## config.mk

```make
export PLATFORM = sky130hd
export DESIGN_NAME = sipo_receiver
export DESIGN_NICKNAME = d
export VERILOG_FILES = /design/src/rtl/sipo_pkg.sv /design/src/rtl/sipo_shift_reg.sv /design/src/rtl/sipo_receiver.sv
export SDC_FILE = /design/constraint.sdc
export NUM_CORES = 1
export LEC_CHECK = 0
export CAP_MARGIN = 20
export CORE_UTILIZATION = 45
export DETAILED_ROUTE_END_ITERATION = 16
export PLACE_DENSITY = 0.75
export SYNTH_ARGS = -nofsm -noshare
export SYNTH_HDL_FRONTEND = slang
export SYNTH_SLANG_ARGS = --single-unit
export TNS_END_PERCENT = 1
```

## constraint.sdc

```tcl
create_clock -name clk_i -period 1.76 [get_ports clk_i]
set_input_delay 0.264 -clock clk_i [delete_from_list [all_inputs] [get_ports clk_i]]
set_output_delay 0.264 -clock clk_i [all_outputs]
set_load 0.005 [all_outputs]
```

## src/rtl/sipo_pkg.sv

```systemverilog
// sipo_pkg: definitions shared by the serial-in/parallel-out receiver files.
//   SIPO_WIDTH   : default number of data bits per frame
//   sipo_state_e : receiver FSM states
package sipo_pkg;

    localparam int SIPO_WIDTH = 8;

    typedef enum logic [1:0] {
        IDLE   = 2'd0,
        SHIFT  = 2'd1,
        PARITY = 2'd2,
        FULL   = 2'd3
    } sipo_state_e;

endpackage

```

## src/rtl/sipo_shift_reg.sv

```systemverilog
// sipo_shift_reg: WIDTH-bit shift register with clear, enable and direction.
//   clk_i, reset_i : clock, asynchronous active-high reset
//   clear_i        : zero the register (wins over en_i)
//   en_i           : shift bit_i in this cycle
//   msb_first_i    : 1 = shift left (first bit ends in MSB), 0 = shift right
//   bit_i          : serial data bit
//   next_o         : value the register takes at the coming edge
import sipo_pkg::*;

module sipo_shift_reg #(
    parameter int WIDTH = SIPO_WIDTH
) (
    input  logic             clk_i,
    input  logic             reset_i,
    input  logic             clear_i,
    input  logic             en_i,
    input  logic             msb_first_i,
    input  logic             bit_i,
    output logic [WIDTH-1:0] next_o
);

    logic [WIDTH-1:0] sreg_q;
    logic [WIDTH-1:0] sreg_d;

    always_comb begin
        sreg_d = sreg_q;
        if (clear_i) begin
            sreg_d = '0;
        end else if (en_i) begin
            if (msb_first_i) begin
                sreg_d = {sreg_q[WIDTH-2:0], bit_i};
            end else begin
                sreg_d = {bit_i, sreg_q[WIDTH-1:1]};
            end
        end
    end

    always_ff @(posedge clk_i or posedge reset_i) begin
        if (reset_i) begin
            sreg_q <= '0;
        end else begin
            sreg_q <= sreg_d;
        end
    end

    // Exposing the next value lets the receiver capture the completed word
    // on the same edge that samples the final bit.
    assign next_o = sreg_d;

endmodule

```

## src/rtl/sipo_receiver.sv

```systemverilog
// sipo_receiver: rebuilds a WIDTH-bit word from a qualified serial stream and
// presents it on a valid/ready handshake.
//   clk_i, reset_i  : clock, asynchronous active-high reset
//   start_i         : begin a frame (IDLE only)
//   msb_first_i     : bit order, latched with start
//   serial_i        : serial data bit, qualified by serial_valid_i
//   data_out_o      : last completed word
//   data_valid_o    : data_out_o holds an unconsumed frame
//   data_ready_i    : consumer takes the word
//   busy_o          : receiver is not IDLE
//   overrun_o       : sticky, a bit arrived in IDLE or FULL
//   parity_err_o    : even-parity failure, qualified by data_valid_o
// Optional feature: define PARITY_RX_EN to receive and check a trailing
// even-parity bit; otherwise parity_err_o is constant 0.
import sipo_pkg::*;

module sipo_receiver #(
    parameter int WIDTH = SIPO_WIDTH
) (
    input  logic             clk_i,
    input  logic             reset_i,
    input  logic             start_i,
    input  logic             msb_first_i,
    input  logic             serial_i,
    input  logic             serial_valid_i,
    output logic [WIDTH-1:0] data_out_o,
    output logic             data_valid_o,
    input  logic             data_ready_i,
    output logic             busy_o,
    output logic             overrun_o,
    output logic             parity_err_o
);

    localparam int CNT_W = $clog2(WIDTH + 1);

    sipo_state_e      state_q;
    logic [CNT_W-1:0] count_q;
    logic             msb_first_q;
    logic [WIDTH-1:0] data_out_q;
    logic             data_valid_q;
    logic             busy_q;
    logic             overrun_q;
    logic [WIDTH-1:0] sreg_next;
    logic             sreg_clear;
    logic             sreg_en;

    assign sreg_clear = (state_q == IDLE) && start_i;
    assign sreg_en    = (state_q == SHIFT) && serial_valid_i;

    sipo_shift_reg #(.WIDTH(WIDTH)) u_shift_reg (
        .clk_i       (clk_i),
        .reset_i     (reset_i),
        .clear_i     (sreg_clear),
        .en_i        (sreg_en),
        .msb_first_i (msb_first_q),
        .bit_i       (serial_i),
        .next_o      (sreg_next)
    );

`ifdef PARITY_RX_EN
    logic parity_q;
    logic parity_err_q;
`endif

    always_ff @(posedge clk_i or posedge reset_i) begin
        if (reset_i) begin
            state_q      <= IDLE;
            count_q      <= '0;
            msb_first_q  <= 1'b0;
            data_out_q   <= '0;
            data_valid_q <= 1'b0;
            busy_q       <= 1'b0;
            overrun_q    <= 1'b0;
`ifdef PARITY_RX_EN
            parity_q     <= 1'b0;
            parity_err_q <= 1'b0;
`endif
        end else begin
            case (state_q)
                IDLE: begin
                    if (serial_valid_i) begin
                        overrun_q <= 1'b1;
                    end
                    if (start_i) begin
                        state_q     <= SHIFT;
                        busy_q      <= 1'b1;
                        count_q     <= '0;
                        msb_first_q <= msb_first_i;
                        // A bit dropped on the start cycle still counts as overrun.
                        overrun_q   <= serial_valid_i;
`ifdef PARITY_RX_EN
                        parity_q    <= 1'b0;
`endif
                    end
                end
                SHIFT: begin
                    if (serial_valid_i) begin
                        count_q <= count_q + CNT_W'(1);
`ifdef PARITY_RX_EN
                        parity_q <= parity_q ^ serial_i;
`endif
                        if (count_q == CNT_W'(WIDTH - 1)) begin
`ifdef PARITY_RX_EN
                            state_q      <= PARITY;
`else
                            state_q      <= FULL;
                            data_valid_q <= 1'b1;
                            data_out_q   <= sreg_next;
`endif
                        end
                    end
                end
`ifdef PARITY_RX_EN
                PARITY: begin
                    if (serial_valid_i) begin
                        // Register is idle here, so sreg_next is the finished word.
                        parity_err_q <= parity_q ^ serial_i;
                        state_q      <= FULL;
                        data_valid_q <= 1'b1;
                        data_out_q   <= sreg_next;
                    end
                end
`endif
                FULL: begin
                    if (serial_valid_i) begin
                        overrun_q <= 1'b1;
                    end
                    if (data_valid_q && data_ready_i) begin
                        state_q      <= IDLE;
                        busy_q       <= 1'b0;
                        data_valid_q <= 1'b0;
                    end
                end
                default: begin
                    state_q      <= IDLE;
                    busy_q       <= 1'b0;
                    data_valid_q <= 1'b0;
                end
            endcase
        end
    end

    assign data_out_o   = data_out_q;
    assign data_valid_o = data_valid_q;
    assign busy_o       = busy_q;
    assign overrun_o    = overrun_q;
`ifdef PARITY_RX_EN
    assign parity_err_o = parity_err_q;
`else
    assign parity_err_o = 1'b0;
`endif

endmodule

```

==> flow_metrics.env, run 1 <==
export IMPL_fp_row_count=19
export IMPL_wl_per_cell_um=13.2
export IMPL_seq_area_frac_synth_pct=49.0
export IMPL_initial_core_util_pct=47.8
export IMPL_setup_slack_ns=0.133
export IMPL_drtIter0Drc=9
export IMPL_grt_max_degree=27
export IMPL_setup_viol_count_final=0
export IMPL_worstPathArrival_ns=1.86
export IMPL_die_area_mm2=0.00317
export IMPL_antenna_found_initial=0
export IMPL_cts_root_buf="clkbuf_4"
export IMPL_die_height_um=56.3
export IMPL_synth_area_per_cell_um2=11.7
export IMPL_gp_congestion=0.712
export IMPL_critical_path_startpoint_type="flop"
export IMPL_synthAdderAreaFrac_pct=4.71
export IMPL_drc=0
export IMPL_die_w_um=56.3
export IMPL_synth_top_family_by_area="compound AO/OA/AOI/OAI gates"
export IMPL_grt_pass1_wl_mm=3.82
export IMPL_dpl_hpwl_mm=1.64
export IMPL_syn_area_mm2=0.00133
export IMPL_netlist_cell_type_count=28
export IMPL_portBuffers=17
export IMPL_clk_pin_slew_ns=0.15
export IMPL_synth_xor_area_share_pct=0
export IMPL_highest_layer="met3"
export IMPL_synth_top_area_share_pct=49.0
export IMPL_coreArea_mm2=0.00278
export IMPL_hold_violations=0
export IMPL_syn_inst=114
export IMPL_grt_usage_pct=15.2
export IMPL_drv_cap=0
export IMPL_wl_met2_mm=1.13
export IMPL_grt_pass1_vias=902
export IMPL_end_kind="flop"
export IMPL_cts_setup_buffers=0
export IMPL_vias=902
export IMPL_wirelength_mm=2.21
export IMPL_synthMuxAreaShare_pct=14.5
export IMPL_seq_area_um2=651
export IMPL_wl_met1_um=979
export IMPL_cts_tree="yes"
export IMPL_clock_sinks=26
export IMPL_cp_max_fo=6
export IMPL_tns_ns=0
export IMPL_finClkSkew_ns=0.00676
export IMPL_syn_num_nets=126
export IMPL_final_nets=149
export IMPL_firstDrtPassIters=4
export IMPL_cts_hold_buf=0
export IMPL_clockBufferDepth=2
export IMPL_cts_repair_resized=0
export IMPL_regToRegStartpoint="state_q[0]"
export IMPL_status="complete, no violations"
export IMPL_synth_area_leaders="dfrtp_1 (49%), mux2_2 (8.5%), a211oi_2 (7.5%)"
export IMPL_setup_worst_path_start="state_q[0]"
export IMPL_yosys_warnings=0
export IMPL_rsz0062_at_grt="no"
export IMPL_min_path_type="primary input to asynchronous set/reset pin"
export IMPL_multiInputGateArea_um2=607
export IMPL_viasPerCell=5.40
export IMPL_synthSimpleGateAreaFrac_pct=11.0
export IMPL_max_freq_ghz=0.614
export IMPL_drive_gt1_share_pct=22.1
export IMPL_grt_overflow=0
export IMPL_n_antenna_cell=0
export IMPL_cts_buffers_inserted=3
export IMPL_dp_slack_ns=0.117
export IMPL_critPathRequiredTime_ns=1.99
export IMPL_power_density_mw_per_mm2=1440
export IMPL_clk_insertion_delay_late_ns=0.33
export IMPL_area_growth_pct=20.6
export IMPL_synth_compound_area_share_pct=15.2
export IMPL_wl_met3_um=97
export IMPL_fin_util_pct=57.6
export IMPL_leakagePower_uw=0.000767
export IMPL_min_period_ns=1.63
export IMPL_ys_ff_latch=26
export IMPL_ir_drop_uv=1180
export IMPL_pin_count=19
export IMPL_finalCritPeriodShare_pct=92.5
export IMPL_synth_largest_area_cell="dfrtp_1"
export IMPL_reg2regPathDepth=6
export IMPL_worstSetupPathType="flop to flop"
export IMPL_ant_nets=0
export IMPL_h_tree_depth=1
export IMPL_fillers=239
export IMPL_drv_slew=0
## cell usage in the layout (no fill, tap or decap), types with 2 or more instances in the layout
master	instances
inv_1	5
nor3_1	4
dfrtp_1	26
clkdlybuf4s50_1	17
a21o_1	2
a22o_1	5
clkbuf_4	3
ha_1	5
a211oi_2	8
and2_1	2
nand2_1	6
buf_4	6
nor2_1	13
o21ai_0	4
mux2_2	10
mux2i_1	8
## path summary, 6_finish.rpt
| check | to | slack (ns) |
|---|---|---|
| max | count_q[0] | 0.13 |
| max in group asynchronous | data_valid_o | 1.26 |
| min in group clk_i | overrun_o | 0.52 |
| max reg2reg | count_q[0] | 0.13 |
| min reg2reg | overrun_o | 0.52 |
| min | data_out_o[5] | 0.26 |
## sequential cells by signal (all words and copies together), names as in the netlist
| name | cells |
|---|---|
| busy_o | 1 |
| data_valid_o | 1 |
| overrun_o | 1 |
| data_out_o | 8 |
| msb_first_q | 1 |
| count_q | 4 |
| u_shift_reg.sreg_q | 8 |
| state_q | 2 |
## metal layers
| metal | GRT usage, % | vias to the layer above |
|---|---|---|
| met2 | 27.4 | 15 |
| met3 | 5.07 | 0 |
| met4 | 3.14 | 0 |
| met1 | 17.5 | 447 |
| li1 | - | 440 |
| met5 | 0 | - |
## metrics by stage
step | std cells | hold WS (ns) | total power, µW | instance area [µm²]
global placement | 163 | 0.470 | 1870 | 1550
global route | 167 | 0.340 | 2470 | 1600
floorplan | 114 | 0.304 | 1670 | 1330
detailed placement | 163 | 0.492 | 1910 | 1550
CTS | 167 | 0.258 | 2340 | 1600
finish | 167 | 0.259 | 2310 | 1600
## critical path: stages, from the launching register on
cell,delay [ns]
dfrtp_1,0.46
inv_1,0.09
ha_1,0.25
and2b_1,0.23
nor2_1,0.08
mux2_2,0.26
a22o_1,0.17
## cell usage after synthesis (all sizes together)
master,instances
a211oi,9
a21boi,1
a21o,2
a22o,5
and2,2
and2b,1
buf,5
clkbuf,1
conb,1
dfrtp,26
ha,5
inv,5
mux2,10
mux2i,8
nand2,6
nand4,1
nand4b,1
nor2,14
nor2b,1
nor3,4
nor3b,1
o21ai,4
o21bai,1
## where the power goes
group	leakage, µW	internal (µW)	switching (µW)	total, µW
clock network	0.0000279	231	186	416
logic	0.000398	476	477	954
registers	0.000342	768	171	938
total	0.000767	1470	834	2310
## kinds of logic after synthesis
logic type / Yosys count
muxes: 18
buffers and inverters: 11
DFF: 26
AOI/OAI and AO/OA: 22
adders and majority gates: 5
and+or+nand+nor: 31
other: 1
## layout make-up
class / instances / share of cell area, %
clock buffers: 3 / 1.41
clock inverters: 1 / 1.87
inverters: 5 / 1.17
multi-input cells: 77 / 37.9
flip-flops and latches: 26 / 40.6
well taps: 31 / 2.42
repair buffers: 24 / 14.7
(Power assumes the default switching activity.)
==> inputs of run 2 (changes only) <==
Settings changed: CORE_UTILIZATION 45 to 53, PLACE_DENSITY 0.75 to 0.85.
==> flow_metrics.env, run 2 (synthesis gave the netlist of run 1 again) <==
export IMPL_initial_core_util_pct=57.8
export IMPL_cts_hold_buf=0
export IMPL_drc=0
export IMPL_drive_gt1_share_pct=23.1
export IMPL_drtIter0Drc=12
export IMPL_fp_row_count=17
export IMPL_grt_pass1_vias=888
export IMPL_ir_drop_uv=920
export IMPL_area_growth_pct=21.6
export IMPL_critPathTopFamily="flip-flops"
export IMPL_whs_ns=0.263
export IMPL_grt_pass1_wl_mm=3.84
export IMPL_die_w_um=52.1
export IMPL_status="complete, no violations"
export IMPL_setup_viol_count_final=0
export IMPL_wirelength_mm=2.23
export IMPL_die_area_mm2=0.00271
export IMPL_finalCritPeriodShare_pct=95.6
export IMPL_grt_usage_pct=19.4
export IMPL_max_freq_ghz=0.595
export IMPL_power_density_mw_per_mm2=1460
export IMPL_ant_nets=0
export IMPL_die_height_um=52.1
export IMPL_viasPerCell=5.53
export IMPL_layout_common_cells="dfrtp_1 (26), clkdlybuf4s50_1 (17), nor2_1 (13)"
export IMPL_layout_commonest_cell="dfrtp_1"
export IMPL_clk_pin_slew_ns=0.14
export IMPL_final_nets=147
export IMPL_clockBufferDepth=2
export IMPL_dpl_hpwl_mm=1.65
export IMPL_n_antenna_cell=0
export IMPL_worstPathArrival_ns=1.90
export IMPL_antenna_found_initial=0
export IMPL_design_power_total_uw=2360
export IMPL_critical_path_startpoint_type="flop"
export IMPL_grt_overflow=0
export IMPL_cts_buffers_inserted=3
export IMPL_firstDrtPassIters=3
export IMPL_leakagePower_uw=0.000764
export IMPL_h_tree_depth=1
export IMPL_clock_sinks=26
export IMPL_path_cells="inv_1 -> ha_1 -> and2b_2 -> nor2_1 -> mux2_2 -> a22o_1"
export IMPL_worstPathBufferInverterCount=1
export IMPL_coreArea_mm2=0.00230
export IMPL_cp_slowest_stage_delay_ns=0.42
export IMPL_vias=896
export IMPL_worstSetupPathType="flop to flop"
export IMPL_cts_tree="yes"
export IMPL_rsz0062_at_grt="yes"
export IMPL_finClkSkew_ns=0.0120
export IMPL_critPathRequiredTime_ns=1.98
export IMPL_grt_max_degree=27
export IMPL_drv_slew=0
export IMPL_hold_violations=0
export IMPL_wl_per_cell_um=13.7
export IMPL_drv_cap=0
export IMPL_min_path_type="primary input to asynchronous set/reset pin"
export IMPL_gp_congestion=0.738
export IMPL_cts_root_buf="clkbuf_4"
export IMPL_min_period_ns=1.68
export IMPL_end_kind="flop"
export IMPL_critPathSlowestCell="dfrtp_1"
export IMPL_cts_setup_buffers=0
export IMPL_portBuffers=17
export IMPL_cp_max_fo=6
export IMPL_clk_insertion_delay_late_ns=0.32
export IMPL_pin_count=19
==> run 2: what timing repair did <==
item                                    in CTS  in global routing
resized for setup                            0                  4
endpoints found under the setup margin       0                 10
hold endpoints to repair                     0                  0
==> run 2: worst paths after layout <==
path / start / to / slack [ns] / cells after the start
min in group clk_i: overrun_o / overrun_o / 0.50 / 2
min reg2reg: overrun_o / overrun_o / 0.50 / 2
max reg2reg: state_q[1] / count_q[0] / 0.08 / 6
max in group asynchronous: reset_i / data_out_o[6] / 1.24 / 3
min: reset_i / data_out_o[2] / 0.26 / 3
max: state_q[1] / count_q[0] / 0.08 / 6
==> run 2: worst min-delay path, stage by stage <==
cell	delay (ns)
clkdlybuf4s50_1	0.39
inv_1	0.05
buf_4	0.30
==> run 2: per-stage QoR <==
step / util, % / worst slack [ns] / cell area (µm²) / std cells / TNS [ns]
after floorplan: - / 0.229 / 1330 / 114 / 0
after global placement: 67.2 / 0.103 / 1540 / 158 / 0
after detailed placement: 67.2 / 0.0226 / 1540 / 158 / 0
after CTS: 69.5 / 0.0280 / 1600 / 162 / 0
after global routing: 70.3 / -0.00957 / 1620 / 162 / -0.0116
final: 70.3 / 0.0783 / 1620 / 162 / 0
==> run 2: layout make-up <==
type	count	area, µm²
clock inverter	1	30.0
fill	176	682
sequential	26	651
clock buffer	3	22.5
inverter	5	18.8
timing repair buffer	22	233
tap	28	35.0
multi-input combinational	77	626
==> run 2: where the power goes <==
group | leakage [µW] | internal (µW) | switching (µW)
registers | 0.000342 | 768 | 181
clock network | 0.0000279 | 230 | 174
logic | 0.000394 | 517 | 491
==> run 2: per-layer routing <==
layer | share of wire [%] | vias up | track usage (%)
met5 | 0 | - | 0
met3 | 3.2 | 2 | 2.63
met2 | 48 | 14 | 32.7
met1 | 48 | 436 | 25.4
met4 | 0.72 | 0 | 6.76
li1 | - | 444 | -
